==> src/rtl/mem_arbiter.sv <==
// Round-robin arbiter sharing one single-port synchronous RAM between the CPU
// and a debug/DMA requester; read data returns with a valid strobe one cycle later.
module mem_arbiter #(
    parameter int ADDR_W = 10,
    parameter int DATA_W = 16
) (
    input  logic              clk,
    input  logic              rst_n,

    input  logic              cpu_req,
    input  logic              cpu_we,
    input  logic [ADDR_W-1:0] cpu_addr,
    input  logic [DATA_W-1:0] cpu_wdata,
    output logic              cpu_gnt,
    output logic              cpu_rvalid,
    output logic [DATA_W-1:0] cpu_rdata,

    input  logic              dbg_req,
    input  logic              dbg_we,
    input  logic [ADDR_W-1:0] dbg_addr,
    input  logic [DATA_W-1:0] dbg_wdata,
    output logic              dbg_gnt,
    output logic              dbg_rvalid,
    output logic [DATA_W-1:0] dbg_rdata,

    output logic [ADDR_W-1:0] ram_addr,
    output logic [DATA_W-1:0] ram_din,
    output logic              ram_write,
    input  logic [DATA_W-1:0] ram_dout
);

    typedef enum logic [1:0] {
        IDLE   = 2'd0,
        RD_CPU = 2'd1,
        RD_DBG = 2'd2
    } state_t;

    state_t            state_q, state_d;
    logic              last_win_q, last_win_d;   // 0 = CPU won last, 1 = DBG won last
    logic [DATA_W-1:0] cpu_rdata_q, cpu_rdata_d;
    logic [DATA_W-1:0] dbg_rdata_q, dbg_rdata_d;
    logic              cpu_win, dbg_win;

    // Winner selection; grants are held low while reset is asserted.
    always_comb begin
        cpu_win = 1'b0;
        dbg_win = 1'b0;
        if (rst_n) begin
            if (cpu_req && dbg_req) begin
                cpu_win = last_win_q;
                dbg_win = ~last_win_q;
            end else begin
                cpu_win = cpu_req;
                dbg_win = dbg_req;
            end
        end
    end

    assign cpu_gnt   = cpu_win;
    assign dbg_gnt   = dbg_win;
    assign ram_addr  = dbg_win ? dbg_addr  : cpu_addr;
    assign ram_din   = dbg_win ? dbg_wdata : cpu_wdata;
    assign ram_write = (cpu_win & cpu_we) | (dbg_win & dbg_we);

    always_comb begin
        last_win_d  = last_win_q;
        state_d     = IDLE;
        cpu_rdata_d = cpu_rdata_q;
        dbg_rdata_d = dbg_rdata_q;

        if (cpu_win) begin
            last_win_d = 1'b0;
        end else if (dbg_win) begin
            last_win_d = 1'b1;
        end

        if (cpu_win && !cpu_we) begin
            state_d = RD_CPU;
        end else if (dbg_win && !dbg_we) begin
            state_d = RD_DBG;
        end

        if (state_q == RD_CPU) begin
            cpu_rdata_d = ram_dout;
        end
        if (state_q == RD_DBG) begin
            dbg_rdata_d = ram_dout;
        end
    end

    // The RAM output is only valid during the return cycle, so it is forwarded
    // directly then and captured for the hold period afterwards.
    assign cpu_rvalid = (state_q == RD_CPU);
    assign dbg_rvalid = (state_q == RD_DBG);
    assign cpu_rdata  = cpu_rvalid ? ram_dout : cpu_rdata_q;
    assign dbg_rdata  = dbg_rvalid ? ram_dout : dbg_rdata_q;

    always_ff @(posedge clk or negedge rst_n) begin
        if (!rst_n) begin
            state_q     <= IDLE;
            last_win_q  <= 1'b1;
            cpu_rdata_q <= '0;
            dbg_rdata_q <= '0;
        end else begin
            state_q     <= state_d;
            last_win_q  <= last_win_d;
            cpu_rdata_q <= cpu_rdata_d;
            dbg_rdata_q <= dbg_rdata_d;
        end
    end

endmodule

==> config.mk <==
export PLATFORM = sky130hd
export DESIGN_NAME = mem_arbiter
export DESIGN_NICKNAME = d
export VERILOG_FILES = /design/src/rtl/mem_arbiter.sv
export SDC_FILE = /design/constraint.sdc
export NUM_CORES = 1
export LEC_CHECK = 0
export CORE_MARGIN = 2
export CORE_UTILIZATION = 30
export DETAILED_ROUTE_END_ITERATION = 8
export PLACE_DENSITY_LB_ADDON = 0.15
export SETUP_SLACK_MARGIN = 0.5
export SLEW_MARGIN = 15
export SYNTH_ARGS = -nofsm -noshare
export SYNTH_HDL_FRONTEND = slang
export SYNTH_SLANG_ARGS = --single-unit
export TNS_END_PERCENT = 5
==> constraint.sdc <==
create_clock -name clk -period 1.8 [get_ports clk]
set_clock_uncertainty 0.2 [all_clocks]
set_input_delay 0.36 -clock clk [delete_from_list [all_inputs] [get_ports clk]]
set_output_delay 0.36 -clock clk [all_outputs]
set_load 0.02 [all_outputs]
; Word-level counts from Yosys, hierarchy flattened
; Cells that the tools add are included.
[totals]
ff_bits = 35
input_bits = 74
out_inout_bits = 63
word_cells = 28
[classes]
n_eq_ne = 2
muxes = 12
bitwise_logic = 4
n_reduce_logical = 6
[ops]
columns = op, n
row1 = $mux W16, 3
row2 = $mux W10, 1
row3 = $mux W1, 6
row4 = $mux W2, 2
row5 = $logic_and A1 B1 Y1, 3
row6 = $and A1 B1 Y1, 2
row7 = $eq A2 B1 Y1 const B, 1
row8 = $eq A2 B2 Y1 const B, 1
row9 = $logic_not A1 Y1, 2
row10 = $reduce_bool A2 Y1, 1
row11 = $not A1 Y1, 1
row12 = $or A1 B1 Y1, 1

; Longest topological paths before layout
[logic_depth]
ltp_word = 6
depth_mapped = 4
ltp_nobuf = 3

; Worst setup path before layout
; Ideal clock, no wire load.
[synth_path]
path_kind = register -> output
from = register last_win_q
to = output port ram_addr[6]
arrival_ns = 1.294
required_time_ns = 1.240
setup_slack_ns = -0.054
path_stages_with_launch = 5
n_path_buf = 1
path_cell_list = dfstp_2 -> nand2_1 -> nand3_4 -> buf_6 -> mux2_4
[synth_via]
elab_chain_cells = 4
[synth_lines]
columns = element, line
row1 = from (decl), 39  ; logic last_win_q, last_win_d;
row2 = from (signal assigned), 106  ; last_win_q <= last_win_d;
row3 = $not A1 Y1, 51  ; dbg_win = ~last_win_q;
row4 = $mux W1, 49  ; if (cpu_req && dbg_req) begin
row5 = $mux W1, 48  ; if (rst_n) begin
row6 = $mux W10, 61  ; assign ram_addr = dbg_win ? dbg_addr : cpu_addr;
row7 = to (decl), 26  ; output logic [ADDR_W-1:0] ram_addr,
; No other way between the ends.

; Worst setup path in the final report
; Ends and elaborated chain as after synthesis.

==> flow_summary.yaml <==
critical_path:
  critical-path-slowest-cell: "dfstp_2"
  path_buf_inv: 3
  crit_type: "flop to output pin"
  max_stage_delay_ns: 0.54
  crit_fanout: 4
  end_kind: "output pin"
  r2r_start: "state_q[1]"
  cp.arrival_ns: 1.68
  crit_required_ns: 1.24
  path_cells: "nand2_2 -> nand3_4 -> buf_12 -> clkbuf_16 -> mux2_4 -> buf_6"
  startpoint: "last_win_q"
  cp-start-kind: "flop"
  cpLargestDelayFamily: "flip-flops"
grt:
  grt_pass1_vias: 1710
  grt_start_max_net_pins: 25
  overflow: 0
  antenna_found_initial: 0
  track_usage_pct: 17.02
  grt_pass1_wl_mm: 8.280
synth:
  yosysTopAreaCellShare_pct: 48.85
  synth_most_common_cell: "mux2_2"
  yosys-top-cells-area: "dfrtp_1, mux2_2, mux2_4"
  synthFlopType: "dfrtp_1"
  yosysTopAreaCell: "dfrtp_1"
  synth_top_family_by_area: "multiplexers"
  syn_area_um2: 1742
  ys_types: 18
  ys_ff_latch: 35
  yosysWarnings: 0
  yosys-top-cells-count: "mux2_2, dfrtp_1, mux2_4"
  synth_mux_area_share_pct: 41.38
  ys_async_sr_fraction_pct: 100.0
  synth_edf_count: 0
  postSynthAreaPerCell_um2: 15.28
  synthCells: 114
  synthesis.nets: 188
  synth_xor_area_share_pct: 0
  synth_compound_area_share_pct: 1.078
  ys_seq_area_share_pct: 50.36
  yosys.area_share.simple_pct: 3.807
  synthAdderAreaFrac_pct: 0
sta:
  hold-worst-slack_ns: 0.05604
  min_period_ns: 2.237
  relSlewSlack_pct: 70.17
  clock.fmax_ghz: 0.4470
  setup_viol: 62
  finalSetupTns_ns: -19.19
  fin_crit_sh_pct: 124.3
  slew_violations: 0
  tightest_slew_ns: 0.4475
  rsz0062_at_grt: "yes"
  hold_violations: 0
  setup_ws_ns: -0.4373
outcome:
  status: "complete, but fails checks"
  failed_checks: "setup timing"
cells_and_area:
  area_delta_synth_final_pct: 107.8
  fin_nets: 344
  diodes: 0
  fin_util_pct: 65.33
  multi_input_area_um2: 959.7
  fill_cells: 430
  ff_latch_area_um2: 878.3
  drive_gt1_share_pct: 56.46
  stdcell_count: 343
die:
  die_h_um: 80.20
  die-area_um2: 6431
  core_um2: 5540
  io-pin-count: 137
  initial_utilization_pct: 31.44
  chipWidth_um: 80.20
  num_rows: 27
drt:
  dr.pass1.iters: 4
  wl_per_cell_um: 16.12
  detail-route-antenna-nets: 0
  drtIter0Drc: 36
  drcViolationCount: 0
  drt-vias-per-instance: 4.501
  wl_mm: 5.528
  vias: 1544
clocking:
  htree_levels: 2
  clock_latency_ns: 0.28
  cts_buffer_depth: 2
  cts_made_buffers: 5
  clk_pin_slew_ns: 0.07
  cts_tree: "done"
  cts.sinks: 35
  cts_root_buf: "clkbuf_8"
placed_design:
  dp.cells: 328
  port_buffers: 136
  place_hpwl_mm: 4.289
  globalplace.congestion: 0.8016
power:
  totalPowerFinal_uw: 3099
  p_per_area_nw_per_um2: 856.1
  peakVddDrop_mv: 0.4193
  p_leak_uw: 0.001757
worst_hold_path:
  hp-class: "input pin to async pin"
job:
  cap_viol_max_count: 0
worst register-to-register path, stage by stage, from the launching register on:
cell and delay [ns]:
dfrtp_2 0.44, nor2b_4 0.16, buf_12 0.16, mux2_4 0.33
report_power, final:
group	internal, µW	switching, µW
registers	988	56.0
clock network	271	245
logic	862	677
registers in the layout (all words and copies together), names as in the netlist:
| name | flops |
|---|---|
| cpu_rdata_q | 16 |
| dbg_rdata_q | 16 |
| last_win_q | 1 |
| state_q | 2 |
per-layer routing:
layer | share of wire, % | vias to the layer above | wire (µm) | GRT usage [%]
met2 | 51 | 82 | 2837 | 30.08
met5 | 0 | - | 0 | 0
li1 | - | 716 | - | -
met4 | 1.2 | 0 | 64 | 4.915
met1 | 38 | 740 | 2085 | 18.29
met3 | 9.8 | 6 | 540 | 7.528
stage by stage:
step	setup slack (ns)	instance area (µm²)
after floorplan	0.009395	1755
after global placement	-0.8255	3282
after detailed placement	-0.8627	3282
after CTS	-0.4634	3398
after global routing	-0.4929	3620
final	-0.4373	3620
kinds of logic (layout without fill, tap and decap cells):
family                 count (synthesis)  after routing
and+or+nand+nor                       10             10
AOI/OAI and AO/OA                      3              3
muxes                                 58             58
DFF                                   35             35
buffers and inverters                  8            165
final cells by class:
type	count	area share [%]
sequential	35	24.27
tap	72	2.489
timing repair buffer	155	44.28
multi-input combinational	71	26.51
inverter	2	0.2074
clock buffer	7	2.109
clock inverter	1	0.1383
timing repair:
action                                  CTS  global route
endpoints found under the hold margin    10             0
endpoints found under the setup margin   97           107
buffers inserted                          3             0
hold buffers                              2             0
gates resized for setup                 314            57
cloned                                    1             1
pin swaps                                 1             0
worst paths after layout:
path	end	slack, ns	cells past startpoint
worst max-delay path	ram_addr[6]	-0.44	6
worst min-delay path	dbg_rdata_q[9]	0.06	3
worst max register to register	cpu_rdata_q[13]	0.40	3
worst min register to register	dbg_rdata_q[11]	0.29	1
max in group asynchronous	last_win_q	0.84	3
min in group clk	last_win_q	0.23	3
layout by cell type (no fill, tap or decap):
| master | n |
|---|---|
| mux2_2 | 7 |
| a21oi_1 | 1 |
| buf_16 | 1 |
| clkbuf_1 | 2 |
| clkdlybuf4s15_2 | 7 |
| clkbuf_16 | 1 |
| nand2b_4 | 2 |
| nand3_4 | 1 |
| nor2b_4 | 1 |
| dfstp_2 | 1 |
| clkdlybuf4s50_1 | 70 |
| clkbuf_8 | 5 |
| nand3_1 | 2 |
| buf_4 | 11 |
| dlygate4sd2_1 | 2 |
| a31oi_1 | 1 |
| dlygate4sd3_1 | 1 |
| nor2_1 | 1 |
| a21boi_1 | 1 |
| nand2_2 | 1 |
| buf_6 | 38 |
| nor2b_1 | 1 |
| inv_1 | 2 |
| dfrtp_1 | 33 |
| buf_12 | 7 |
| dfrtp_2 | 1 |
| and3_4 | 1 |
| clkinv_2 | 1 |
| mux2_4 | 51 |
| buf_2 | 16 |
| dlymetal6s4s_1 | 1 |
(Power assumes the default switching activity.)
